`src/rtl/cd_cfg_arbiter.sv`:
```
// Round-robin arbiter sharing the clock-divider config port between N_REQ requesters.
// Issues one write at a time and follows the divider's ready drop/rise stall to report done or timeout.
module cd_cfg_arbiter #(
  parameter int N_REQ             = 3,
  parameter int WIDTH_CONFIG_ADDR = 4,
  parameter int WIDTH_CONFIG_DATA = 8,
  parameter int ACK_TIMEOUT       = 16,
  parameter int BUSY_TIMEOUT      = 4096
) (
  input  logic                                 clk,
  input  logic                                 rst,
  input  logic [N_REQ-1:0]                     req_valid,
  input  logic [N_REQ*WIDTH_CONFIG_ADDR-1:0]   req_addr,
  input  logic [N_REQ*WIDTH_CONFIG_DATA-1:0]   req_data,
  output logic [N_REQ-1:0]                     req_ready,
  output logic [N_REQ-1:0]                     req_done,
  output logic [N_REQ-1:0]                     req_err,
  output logic [WIDTH_CONFIG_ADDR-1:0]         c_addr,
  output logic [WIDTH_CONFIG_DATA-1:0]         c_data,
  output logic                                 c_valid,
  input  logic                                 c_ready,
  output logic                                 busy,
  output logic [$clog2(N_REQ)-1:0]             grant_id
);
  localparam int AW   = WIDTH_CONFIG_ADDR;
  localparam int DW   = WIDTH_CONFIG_DATA;
  localparam int GW   = $clog2(N_REQ);
  localparam int TMAX = (ACK_TIMEOUT > BUSY_TIMEOUT) ? ACK_TIMEOUT : BUSY_TIMEOUT;
  localparam int TW   = $clog2(TMAX) + 1;
  localparam logic [TW-1:0] ACK_LAST  = TW'(ACK_TIMEOUT - 1);
  localparam logic [TW-1:0] BUSY_LAST = TW'(BUSY_TIMEOUT - 1);

  typedef enum logic [2:0] {
    S_IDLE, S_ISSUE, S_WAIT_DROP, S_WAIT_RISE, S_DONE, S_ERR
  } state_t;

  state_t        state_q, state_d;
  logic [GW-1:0] rr_ptr_q, rr_ptr_d;
  logic [GW-1:0] grant_q, grant_d;
  logic [TW-1:0] timer_q, timer_d, timer_inc;
  logic [AW-1:0] c_addr_q, c_addr_d;
  logic [DW-1:0] c_data_q, c_data_d;
  logic [GW-1:0] win;
  logic [GW:0]   idx;
  logic          found;

  // First requesting index at or above rr_ptr, wrapping modulo N_REQ.
  always_comb begin
    win   = '0;
    found = 1'b0;
    idx   = '0;
    for (int i = 0; i < N_REQ; i++) begin
      idx = {1'b0, rr_ptr_q} + (GW+1)'(i);
      if (idx >= (GW+1)'(N_REQ)) idx = idx - (GW+1)'(N_REQ);
      if (!found && req_valid[idx[GW-1:0]]) begin
        found = 1'b1;
        win   = idx[GW-1:0];
      end
    end
  end

  assign timer_inc = (timer_q == '1) ? timer_q : timer_q + 1'b1;

  always_comb begin
    state_d   = state_q;
    rr_ptr_d  = rr_ptr_q;
    grant_d   = grant_q;
    timer_d   = timer_q;
    c_addr_d  = c_addr_q;
    c_data_d  = c_data_q;
    req_ready = '0;
    req_done  = '0;
    req_err   = '0;
    c_valid   = 1'b0;
    case (state_q)
      S_IDLE: begin
        if (c_ready && found) begin
          req_ready[win] = 1'b1;
          grant_d        = win;
          rr_ptr_d       = (win == GW'(N_REQ - 1)) ? '0 : win + 1'b1;
          c_addr_d       = req_addr[win*AW +: AW];
          c_data_d       = req_data[win*DW +: DW];
          state_d        = S_ISSUE;
        end
      end
      S_ISSUE: begin
        c_valid = 1'b1;
        timer_d = '0;
        state_d = S_WAIT_DROP;
      end
      S_WAIT_DROP: begin
        if (!c_ready) begin
          timer_d = '0;
          state_d = S_WAIT_RISE;
        end else if (timer_q >= ACK_LAST) begin
          // Divider absorbed the write without stalling.
          state_d = S_DONE;
        end else begin
          timer_d = timer_inc;
        end
      end
      S_WAIT_RISE: begin
        if (c_ready) begin
          state_d = S_DONE;
        end else if (timer_q >= BUSY_LAST) begin
          state_d = S_ERR;
        end else begin
          timer_d = timer_inc;
        end
      end
      S_DONE: begin
        req_done[grant_q] = 1'b1;
        state_d           = S_IDLE;
      end
      S_ERR: begin
        req_err[grant_q] = 1'b1;
        state_d          = S_IDLE;
      end
      default: state_d = S_IDLE;
    endcase
  end

  always_ff @(posedge clk or posedge rst) begin
    if (rst) begin
      state_q  <= S_IDLE;
      rr_ptr_q <= '0;
      grant_q  <= '0;
      timer_q  <= '0;
      c_addr_q <= '0;
      c_data_q <= '0;
    end else begin
      state_q  <= state_d;
      rr_ptr_q <= rr_ptr_d;
      grant_q  <= grant_d;
      timer_q  <= timer_d;
      c_addr_q <= c_addr_d;
      c_data_q <= c_data_d;
    end
  end

  assign c_addr   = c_addr_q;
  assign c_data   = c_data_q;
  assign busy     = (state_q != S_IDLE);
  assign grant_id = grant_q;

endmodule

```
`config.mk`:
```
export PLATFORM = sky130hd
export DESIGN_NAME = cd_cfg_arbiter
export DESIGN_NICKNAME = d
export VERILOG_FILES = /design/src/rtl/cd_cfg_arbiter.sv
export SDC_FILE = /design/constraint.sdc
export NUM_CORES = 1
export LEC_CHECK = 0
export ABC_AREA = 1
export CAP_MARGIN = 20
export CORE_AREA = 5 5 83 70
export DETAILED_ROUTE_END_ITERATION = 7
export DIE_AREA = 0 0 88 75
export MAX_ROUTING_LAYER = met4
export PLACE_DENSITY = 0.85
export SLEW_MARGIN = 20
export SYNTH_ARGS = -nofsm -noshare
export SYNTH_HDL_FRONTEND = slang
export SYNTH_SLANG_ARGS = --single-unit
```
`constraint.sdc`:
```
create_clock -name clk -period 4.3 [get_ports clk]
set_clock_uncertainty 0.1 [all_clocks]
set_input_delay 0.645 -clock clk [delete_from_list [all_inputs] [get_ports clk]]
set_output_delay 0.645 -clock clk [all_outputs]
set_load 0.05 [all_outputs]
```
Word level (Yosys, flattened, before mapping)
Index checks and enable logic that the tools add are counted.
{"block": "word_totals", "register_bits": 32, "input_bits": 42, "out_inout_bits": 25, "wordCells": 90}
{"block": "op_classes", "add_sub_neg": 7, "n_lt_le_gt_ge": 12, "n_eq_ne": 13, "shifts": 2, "n_mux": 37, "reduce_logical": 13}
{"op": "$mux 13", "count": 5}
{"op": "$pmux 13 s3", "count": 1}
{"op": "$mux 3", "count": 9}
{"op": "$shiftx 24x6->8", "count": 1}
{"op": "$lt 2x3->1 const B", "count": 5}
{"op": "$mux 2", "count": 7}
{"op": "$add 13x1->13 const B", "count": 1}
{"op": "$eq 13x13->1 const B", "count": 1}
{"op": "$ge 13x12->1 const B", "count": 1}
{"op": "$ge 13x4->1 const B", "count": 1}
{"op": "$pmux 3 s4", "count": 1}
{"op": "$shiftx 12x5->4", "count": 1}
{"op": "$mux 1", "count": 9}
{"op": "$ne 3x3->1 const B", "count": 3}
{"op": "$bmux 1 s2", "count": 3}
{"op": "$eq 3x2->1 const B", "count": 2}
{"op": "$eq 3x3->1 const B", "count": 2}
{"op": "$ge 3x2->1 const B", "count": 2}
{"op": "$ne 2x2->1 const B", "count": 3}
{"op": "$reduce_bool 3->1", "count": 2}
{"op": "$sub 2x2->2 const B", "count": 3}
{"op": "$logic_and 1x1->1", "count": 5}
{"op": "$demux 1 s2", "count": 2}
{"op": "$ge 2x1->1 const B", "count": 2}
{"op": "other kinds (11)", "count": 12}

Longest topological paths before layout
{"block": "depth", "depth_word": 17, "ltp_mapped": 15, "ltp_nobuf": 14}

Least setup slack after synthesis
OpenSTA, ideal clock, no wires.
{"block": "synth_timing", "path_kind": "register -> output", "start": "register rr_ptr_q[0]", "end": "output req_ready[0]", "arrival_ns": 2.588, "t_required_ns": 3.555, "slack_ns": 0.967, "stages_incl_launch_ff": 11, "n_path_buf": 1, "path_cell_list": "dfrtp_1 > inv_1 > ha_1 > o21ai_1 > nand2_1 > nand3_2 > nor2_1 > nor2_2 > inv_2 > buf_4 > nor3_1"}
{"block": "synth_via", "elab_chain_len": 17, "elab_cells_between_ends": 35, "cone_classes": "add/sub (5); order compare (5); mux (19); reduce/logical (6)"}
{"element": "from (decl)", "line": "38", "source": "logic [GW-1:0] rr_ptr_q, rr_ptr_d;"}
{"element": "from (signal assigned)", "line": "133", "source": "rr_ptr_q <= rr_ptr_d;"}
{"element": "branches (longest 15 deep; another with $add 2x1->3)"}
{"element": "$mux 3 *", "line": "77", "source": "if (c_ready && found) begin"}
{"element": "$mux 3 *", "line": "75", "source": "case (state_q)"}
{"element": "to (decl)", "line": "15", "source": "output logic [N_REQ-1:0] req_ready,"}
Every way passes the cells marked *. The select of a mux whose other input is x is not followed.

Worst setup path in the final report
{"block": "layout_timing", "start": "input req_valid[2]", "end": "output req_ready[0]"}
{"block": "layout_via", "elab_chain_len": 15, "elab_cells_between_ends": 24, "cone_classes": "order compare (2); mux (16); reduce/logical (6)"}
{"element": "from (decl)", "line": "12", "source": "input logic [N_REQ-1:0] req_valid,"}
{"element": "$bmux 1 s2", "line": "55", "source": "if (!found && req_valid[idx[GW-1:0]]) begin"}
{"element": "$mux 1 (not written as such)", "line": "55"}
{"element": "$mux 1", "line": "55"}
{"element": "$logic_not 1->1", "line": "55"}
{"element": "$logic_and 1x1->1", "line": "55"}
{"element": "$mux 1", "line": "55"}
{"element": "$logic_not 1->1", "line": "55"}
{"element": "$logic_and 1x1->1", "line": "55"}
{"element": "$mux 2", "line": "55"}
{"element": "$lt 2x3->1 (not written as such) or $ge 2x1->1 (tied branches)", "line": "78", "source": "req_ready[win] = 1'b1;"}
{"element": "$logic_and 1x1->1 (not written as such)", "line": "78"}
{"element": "$mux 1 (not written as such)", "line": "78"}
{"element": "$demux 1 s2", "line": "78"}
{"element": "$mux 3 *", "line": "77"}
{"element": "$mux 3 *", "line": "75"}
Mark *: on every way between the ends. The rest lies on a longest branch, timed or not. The select of a mux whose other input is x is not followed.

==> qor.csv <==
metric,value,unit
cts_resized,0,
post_cts_buffers,0,
drv_slew,0,
rows,23,
grt_pass1_wl,11300,microns
ys_types,35,
yosysSeqAreaShare,31.9,%
drv_cap,0,
clockBufferDepth,2,
dr.pass1.iters,4,
crit_path_start_kind,input port,
outcome,finished clean,
grt_pass1_vias,2557,
grt_util_met2,34.1,%
dr_total_vias,2584,
final_common_cell,nand2_1,
die_x,88,microns
numPortBuffers,66,
drt-initial-drc-count,144,
fin_util,67.7,%
syn_avg_cell_area,6.83,sq um
fin_crit_sh,82.5,%
startpoint,req_valid[2],
routed_wirelength,6560,microns
cts.htree.levels,2,
grt_max_degree,33,
route.antenna.remaining_nets,0,
ios,67,
dieArea,6600,sq um
die_h,75,microns
track_usage,22.3,%
dp_cells,483,
drive_above_1_share,11.7,%
powerDensity,747,nW/um^2
nets,474,
ys_warn_count,0,
rsz0062_at_grt,no,
max_freq,282,MHz
crit_path_max_fanout,23,
r2r_start,rr_ptr_q[0],
crit_arrival,2.80,ns
use_met3,7.55,%
busiest_layer,met2,
yosys_register_bits,32,
viasPerCell,5.26,
regToRegSetupSlack,1.81,ns
antenna_found_initial,0,
setup_violations,0,
worstSetupPathType,input port to output pin,
clk_pin_slew,0.07,ns
root_buffer,clkbuf_8,
grt_overflow,0,
core_area,4860,sq um
synth_fp_nets,413,
instances_no_fill,491,
clock_sinks,32,
most-common-layout-cells,"nand2_1 (94), clkdlybuf4s50_1 (63), nand3_1 (37), nor2_1 (36), dfrtp_1 (32)",
syn_to_final_growth,31.3,%
wl_per_cell,13.4,microns
vdd_ir_drop_max,0.470,mV
min_path_type,flop to flop,
synth_cells,367,
slew_headroom,44.6,%
start_util,51.6,%
ctsHoldBuffers,0,
syn_area,2510,sq um
gp_congestion,0.925,
required,3.56,ns
crit_path_end,req_ready[0],
tns,0,ns
tightest_slew,0.828,ns
leakagePower,1.51,nW
r2r_cells,10,
layout_min_cycle_time,3.55,ns
drc,0,
r2r_end,c_data[5],
gr-usage-met1,27.4,%
hold_viol,0,
hpwl,4990,microns
cts_tree,built,
clock_latency,0.29,ns
numCtsBuffers,5,
diodes,0,
critPathCaptureType,output pin,
[worst max-delay path, stage by stage]
cell and delay [ns]:
clkdlybuf4s50_1 0.48, inv_1 0.06, o21ai_1 0.17, nand2_1 0.12, nand2_2 0.12, o21ai_2 0.08
nor2_4 0.38, inv_2 0.20, nor3_1 0.35, buf_12 0.19
[flip-flops by register name, summed over array words and instances, names as in the netlist]
signal / cells
timer_q: 13
c_data: 8
c_addr: 4
state_q: 3
grant_id: 2
rr_ptr_q: 2
[Yosys cell counts]
cell type  instances  area share, %
o21ai_2            1           0.35
o2111ai_1          1           0.35
nand4_1            3           0.75
dfrtp_1           32             32
buf_4              3           0.90
buf_6              5            2.2
nand2_4            2           0.90
nand3_2            2           0.80
o211ai_1           9            2.7
clkbuf_1           6           0.90
ha_1               4            2.0
nor2_1            36            5.4
a21oi_1           10            2.0
nand2_1           94             14
inv_2              7            1.0
a21boi_1           8            2.4
inv_1             29            4.3
o21bai_1           2           0.60
nor3_1            12            2.4
o21ai_0            6            1.2
xor2_1             5            1.7
xnor2_1            1           0.35
nand3_1           37            7.4
nor3_2             1           0.40
inv_4              1           0.25
or2_1              7            1.7
nor2_2             6            1.5
or2_0              5            1.2
buf_2              1           0.20
nor4_1             1           0.25
nor2_4             4            1.8
nand2_2           10            2.5
o21ai_1           13            2.6
a211oi_1           1           0.30
or2_2              2           0.50
[routing by layer]
layer | wire length (microns) | part of all wire (%) | vias up
met1 | 2850 | 43 | 1158
met5 | 0 | 0 | -
met2 | 2970 | 45 | 96
met4 | 159 | 2.4 | 0
li1 | - | - | 1314
met3 | 586 | 8.9 | 16
[where the power goes]
group          total, mW  switching, mW  internal [mW]
Sequential         0.490         0.0918          0.398
Combinational       1.65           1.11          0.534
Clock              0.322          0.118          0.205
[through the flow]
stage | hold WS (ns) | total power, mW | instance area [sq um] | setup slack (ns)
after detailed placement | 0.436 | 2.12 | 3170 | 0.788
after global routing | 0.523 | 2.67 | 3290 | 0.555
after CTS | 0.451 | 2.46 | 3290 | 0.763
final | 0.465 | 2.46 | 3290 | 0.752
after global placement | 0.430 | 2.10 | 3170 | 0.807
after floorplan | 0.387 | 1.78 | 2510 | 0.967
[worst min-delay path by stage]
stage | endpoint | depth (start not counted) | start
4_1_cts | timer_q[1] | 2 | timer_q[1]
3_3_place_gp | timer_q[1] | 2 | timer_q[1]
3_5_place_dp | timer_q[1] | 2 | timer_q[1]
6_report | timer_q[1] | 2 | timer_q[1]
2_1_floorplan | timer_q[1] | 2 | timer_q[1]
5_1_grt | timer_q[1] | 2 | timer_q[1]
[final cells by class]
cell class,instances,area [sq um]
timing repair buffer,69,688
inverter,37,141
clock buffer,7,96.3
sequential,32,801
fill,388,1570
clock inverter,1,30.0
tap,62,77.6
multi-input combinational,283,1460
[cells by family after synthesis]
| family | share of synthesized area (%) |
|---|---|
| compound gates | 12.5 |
| simple gates | 41.6 |
| fa+ha+maj | 2.00 |
| xor+xnor | 2.10 |
| buf+inv | 9.88 |
| flops | 31.9 |
(Power assumes the default switching activity.)
==> edit 1: new RTL, same flow settings <==
`c_addr_q` and `c_data_q` no longer have a reset.
--- a/src/rtl/cd_cfg_arbiter.sv
+++ b/src/rtl/cd_cfg_arbiter.sv
@@ -128,4 +128,2 @@
       timer_q  <= '0;
-      c_addr_q <= '0;
-      c_data_q <= '0;
     end else begin
@@ -135,5 +133,8 @@
       timer_q  <= timer_d;
-      c_addr_q <= c_addr_d;
-      c_data_q <= c_data_d;
     end
+  end
+
+  always_ff @(posedge clk) begin
+    c_addr_q <= c_addr_d;
+    c_data_q <= c_data_d;
   end
Check against the original RTL: not equivalent (a bounded check fails within 4 cycles, from zero or initial values and one cycle with rst high).
==> edit 1 against the original RTL <==
Fmax decreased by 3.7%. Cell area grew 0.27%. Power shrank 5.3%. Worst setup slack got worse by 0.14 ns. Die area stayed put. Synthesized area grew 0.85%. Sequential cell count did not move. Wire length increased by 6.2%. First-iteration DRC count up 48%. Critical path type unchanged. Critical endpoint is now req_ready[1].
==> edit 1: results (changes against the original RTL) <==
status=completed (unchanged); Placed Cells=487 (was 483); EDFF count, synth=12 (was 0); Leak Pwr=1.57 nW (was 1.51 nW); Final Non-Filler Cells=495 (was 491); Synth area leaders=dfrtp_1 (20%), nand2_1 (19%), edfxtp_1 (14%) (was dfrtp_1 (32%), nand2_1 (14%), nand3_1 (7.4%)); largest net degree at the start of global routing=27 (was 33); post-DP HPWL=5160 µm (was 4990 µm); Slew HR=31.1% (was 44.6%); global-route wire length before repair=11600 µm (was 11300 µm); met1 WL=2870 µm (was 2850 µm); # fillers=399 (was 388); peak supply drop=0.000756 V (was 0.000470 V); vias per cell=5.49 (was 5.26); DP Area=0.00319 mm² (was 0.00317 mm²); Seq/Total Area, Yosys=34.0% (was 31.9%); post-synth cell types=29 (was 35); layout cells sized above 1=10.4% (was 11.7%); met2 WL=3430 µm (was 2970 µm); iteration count of the initial detailed-routing pass=5 (was 4); met3 wire length=477 µm (was 586 µm); top cells by count, synth=nand2_1 (130), nand3_1 (65), inv_1 (30), nor2_1 (24), dfrtp_1 (20) (was nand2_1 (94), nand3_1 (37), nor2_1 (36), dfrtp_1 (32), inv_1 (29)); Synth Area per Inst=6.89 µm² (was 6.83 µm²); GRT Overall Usage=23.5% (was 22.3%); crit-path max FO=8 (was 23); DR iter-0 viols=213 (was 144); fin nets=478 (was 474)
## edit 1: cell count changes after synthesis, moves of 5 or more
cell      before  now
edfxtp_1       0   12
nand2_1       94  130
o21ai_1       13    6
nand2_2       10    4
a21boi_1       8    0
or2_1          7    0
nand3_1       37   65
nor2_1        36   24
a21oi_1       10    2
o211ai_1       9    0
nand4_1        3    8
or2_0          5    0
dfrtp_1       32   20
## edit 1: cell families after synthesis
| family | after synthesis | synth area share, % |
|---|---|---|
| AND/OR/NAND/NOR | 263 | 50.3 |
| flip-flops | 32 | 34.0 |
| buffers and inverters | 48 | 9.25 |
| adder cells (fa/ha/maj) | 4 | 1.98 |
| XOR/XNOR | 3 | 1.04 |
| AO/OA/AOI/OAI | 17 | 3.41 |
## edit 1: worst paths after layout
| kind | startpoint | to | slack [ns] | cells after the start |
|---|---|---|---|---|
| max | req_valid[2] | req_ready[1] | 0.61 | 10 |
| min | timer_q[11] | timer_q[11] | 0.46 | 2 |
| max reg2reg | rr_ptr_q[0] | c_addr[2] | 1.79 | 11 |
| min reg2reg | timer_q[11] | timer_q[11] | 0.46 | 2 |
| max in group asynchronous | rst | state_q[1] | 2.87 | 2 |
| min in group asynchronous | rst | rr_ptr_q[1] | 0.72 | 2 |
## edit 1: final cells by class
cell class / instances / area share (%)
clock buffer: 6 / 2.20
clock inverter: 2 / 1.06
inverter: 37 / 4.28
multi-input combinational: 287 / 43.4
sequential: 32 / 26.1
tap: 62 / 2.35
timing repair buffer: 69 / 20.6
## edit 1: per-stage QoR
| stage | setup slack (ns) | hold slack (ns) |
|---|---|---|
| after CTS | 0.630 | 0.460 |
| final | 0.615 | 0.458 |
| after floorplan | 1.16 | 0.386 |
| after global placement | 0.738 | 0.424 |
| after global routing | 0.492 | 0.495 |
| after detailed placement | 0.640 | 0.439 |
## edit 1: worst max-delay path, cell delays in order
cell and delay [ns]:
clkdlybuf4s50_1 0.51, inv_1 0.09, o21ai_1 0.25, nand2_2 0.14, nand3_1 0.10, nand2_1 0.10
nor2_4 0.11, inv_2 0.08, nor2_1 0.09, clkdlybuf4s50_1 0.81
## edit 1: routing by layer
metal  vias to the layer above  GRT usage (%)
li1                       1325              -
met1                      1234           29.1
met2                       140           38.9
met3                        20           3.50
met4                         0           9.37
met5                         -              -
## edit 1: power breakdown
part           leakage (nW)  total, mW  switching, mW  internal [mW]
combinational          1.14       1.52           1.06          0.460
clock                0.0552      0.291          0.119          0.172
sequential            0.379      0.517         0.0605          0.457
total                  1.57       2.33           1.24           1.09
==> edit 2: new RTL, config.mk and constraints unchanged <==
Made on the original files. Change the parameter `WIDTH_CONFIG_ADDR` from 4 to 5.
--- a/src/rtl/cd_cfg_arbiter.sv
+++ b/src/rtl/cd_cfg_arbiter.sv
@@ -4,3 +4,3 @@
   parameter int N_REQ             = 3,
-  parameter int WIDTH_CONFIG_ADDR = 4,
+  parameter int WIDTH_CONFIG_ADDR = 5,
   parameter int WIDTH_CONFIG_DATA = 8,
Interface: changed (resized c_addr and req_addr); port bits go from 67 to 71. No check against the original RTL was run, so the function may have changed too.
==> edit 2 against the original RTL <==
Wire length increased by 8.9%. Sequential cell count grew 1. Combinational power is 5% higher. Largest cell class unchanged. Cell count up 11%. Die area stayed put. Sequential power up 2%. Via count increased by 8.4%. Critical endpoint unchanged. Critical path type unchanged. Global-route usage up 1.7 points. Synthesized area up 8.7%. Register-to-register slack worse by 0.22 ns. Non-clock buffer count rose by 3. Cell area grew 7.3%. Power down 0.13%. Worst setup slack better by 0.15 ns.
==> edit 2: results (changes against the original RTL) <==
prevailing post-synth register cell=dfrtp_1 (unchanged); Sw Pwr=1.39 mW (was 1.32 mW); Worst path max stage delay=0.51 ns (was 0.48 ns); FF-to-FF path depth=15 (was 10); Placed Cells=537 (was 483); Post-Synth Adder-Cell Area=1.84% (was 2.00%); Clock Power=0.224 mW (was 0.322 mW); # fillers=399 (was 388); met1 WL=3400 µm (was 2850 µm); GRT Overall Usage=24.0% (was 22.3%); hold slack=0.390 ns (was 0.465 ns); post-synth cell types=37 (was 35); Crit path arrival time=2.65 ns (was 2.80 ns); post-DP HPWL=5550 µm (was 4990 µm); status=completed (unchanged); final worst slack=0.905 ns (was 0.752 ns); global-route wire length before repair=12000 µm (was 11300 µm); Seq/Total Area, Yosys=30.3% (was 31.9%); GRT met1 Usage=34.5% (was 27.4%); vias per cell=5.14 (was 5.26); DP Area=0.00345 mm² (was 0.00317 mm²); final wirelength=7140 µm (was 6560 µm); compound-cell area share of the yosys netlist=7.53% (was 12.5%); met2 WL=3050 µm (was 2970 µm); largest net degree at the start of global routing=34 (was 33); Leak Pwr=1.88 nW (was 1.51 nW); mux contribution to synthesized area=0% (unchanged); vias in the first global route=2561 (was 2557); pre-CTS setup slack=0.913 ns (was 0.788 ns); Post-Syn Nets=461 (was 413); Most flops, register=timer_q (unchanged); initial antenna violation count=0 (unchanged); Synth Instances=412 (was 367); peak supply drop=0.000417 V (was 0.000470 V); top cells by count, synth=nand2_1 (136), inv_1 (48), nor2_1 (37), nand3_1 (35), dfrtp_1 (33) (was nand2_1 (94), nand3_1 (37), nor2_1 (36), dfrtp_1 (32), inv_1 (29)); GR Util met2=34.9% (was 34.1%); DR iter-0 viols=193 (was 144); seq pwr=0.502 mW (was 0.490 mW); placer congestion estimate=0.954 (was 0.925); port buffer count=70 (was 66); XOR/XNOR Fraction of Synth Area=1.93% (was 2.10%); layout cells sized above 1=13.5% (was 11.7%); fin nets=531 (was 474); routing usage on met3=3.28% (was 7.55%); R2R Setup Slk=1.59 ns (was 1.81 ns); Synth area leaders=dfrtp_1 (30%), nand2_1 (19%), inv_1 (6.6%) (was dfrtp_1 (32%), nand2_1 (14%), nand3_1 (7.4%)); met3 wire length=582 µm (was 586 µm); pwr dens=696 mW/mm² (was 747 mW/mm²); crit-path max FO=11 (was 23); Slew HR=54.9% (was 44.6%); mean routed wirelength per cell=13.1 µm (was 13.4 µm)
[edit 2: changes by cell type after synthesis, moves of 5 or more]
cell	before	now
or2_1	7	0
or2_2	2	7
o211ai_1	9	1
a21oi_1	10	5
nand2_1	94	136
nor2_2	6	11
o211a_1	0	8
o21ai_1	13	5
a21boi_1	8	0
inv_1	29	48
[edit 2: worst min-delay path by stage]
stage | cells after the start | from | end
after floorplan | 2 | timer_q[11] | timer_q[11]
after global placement | 2 | timer_q[11] | timer_q[11]
after detailed placement | 2 | timer_q[11] | timer_q[11]
after CTS | 2 | timer_q[11] | timer_q[11]
after global routing | 2 | timer_q[11] | timer_q[11]
final | 2 | timer_q[11] | timer_q[11]
[edit 2: cell type report]
cell class,count,area (µm²),area share (%)
clock inverter,2,10.0,0.283
timing repair buffer,72,708,20.0
tap,62,77.6,2.20
sequential,33,826,23.4
multi-input combinational,312,1620,45.9
inverter,58,218,6.16
clock buffer,6,72.6,2.05
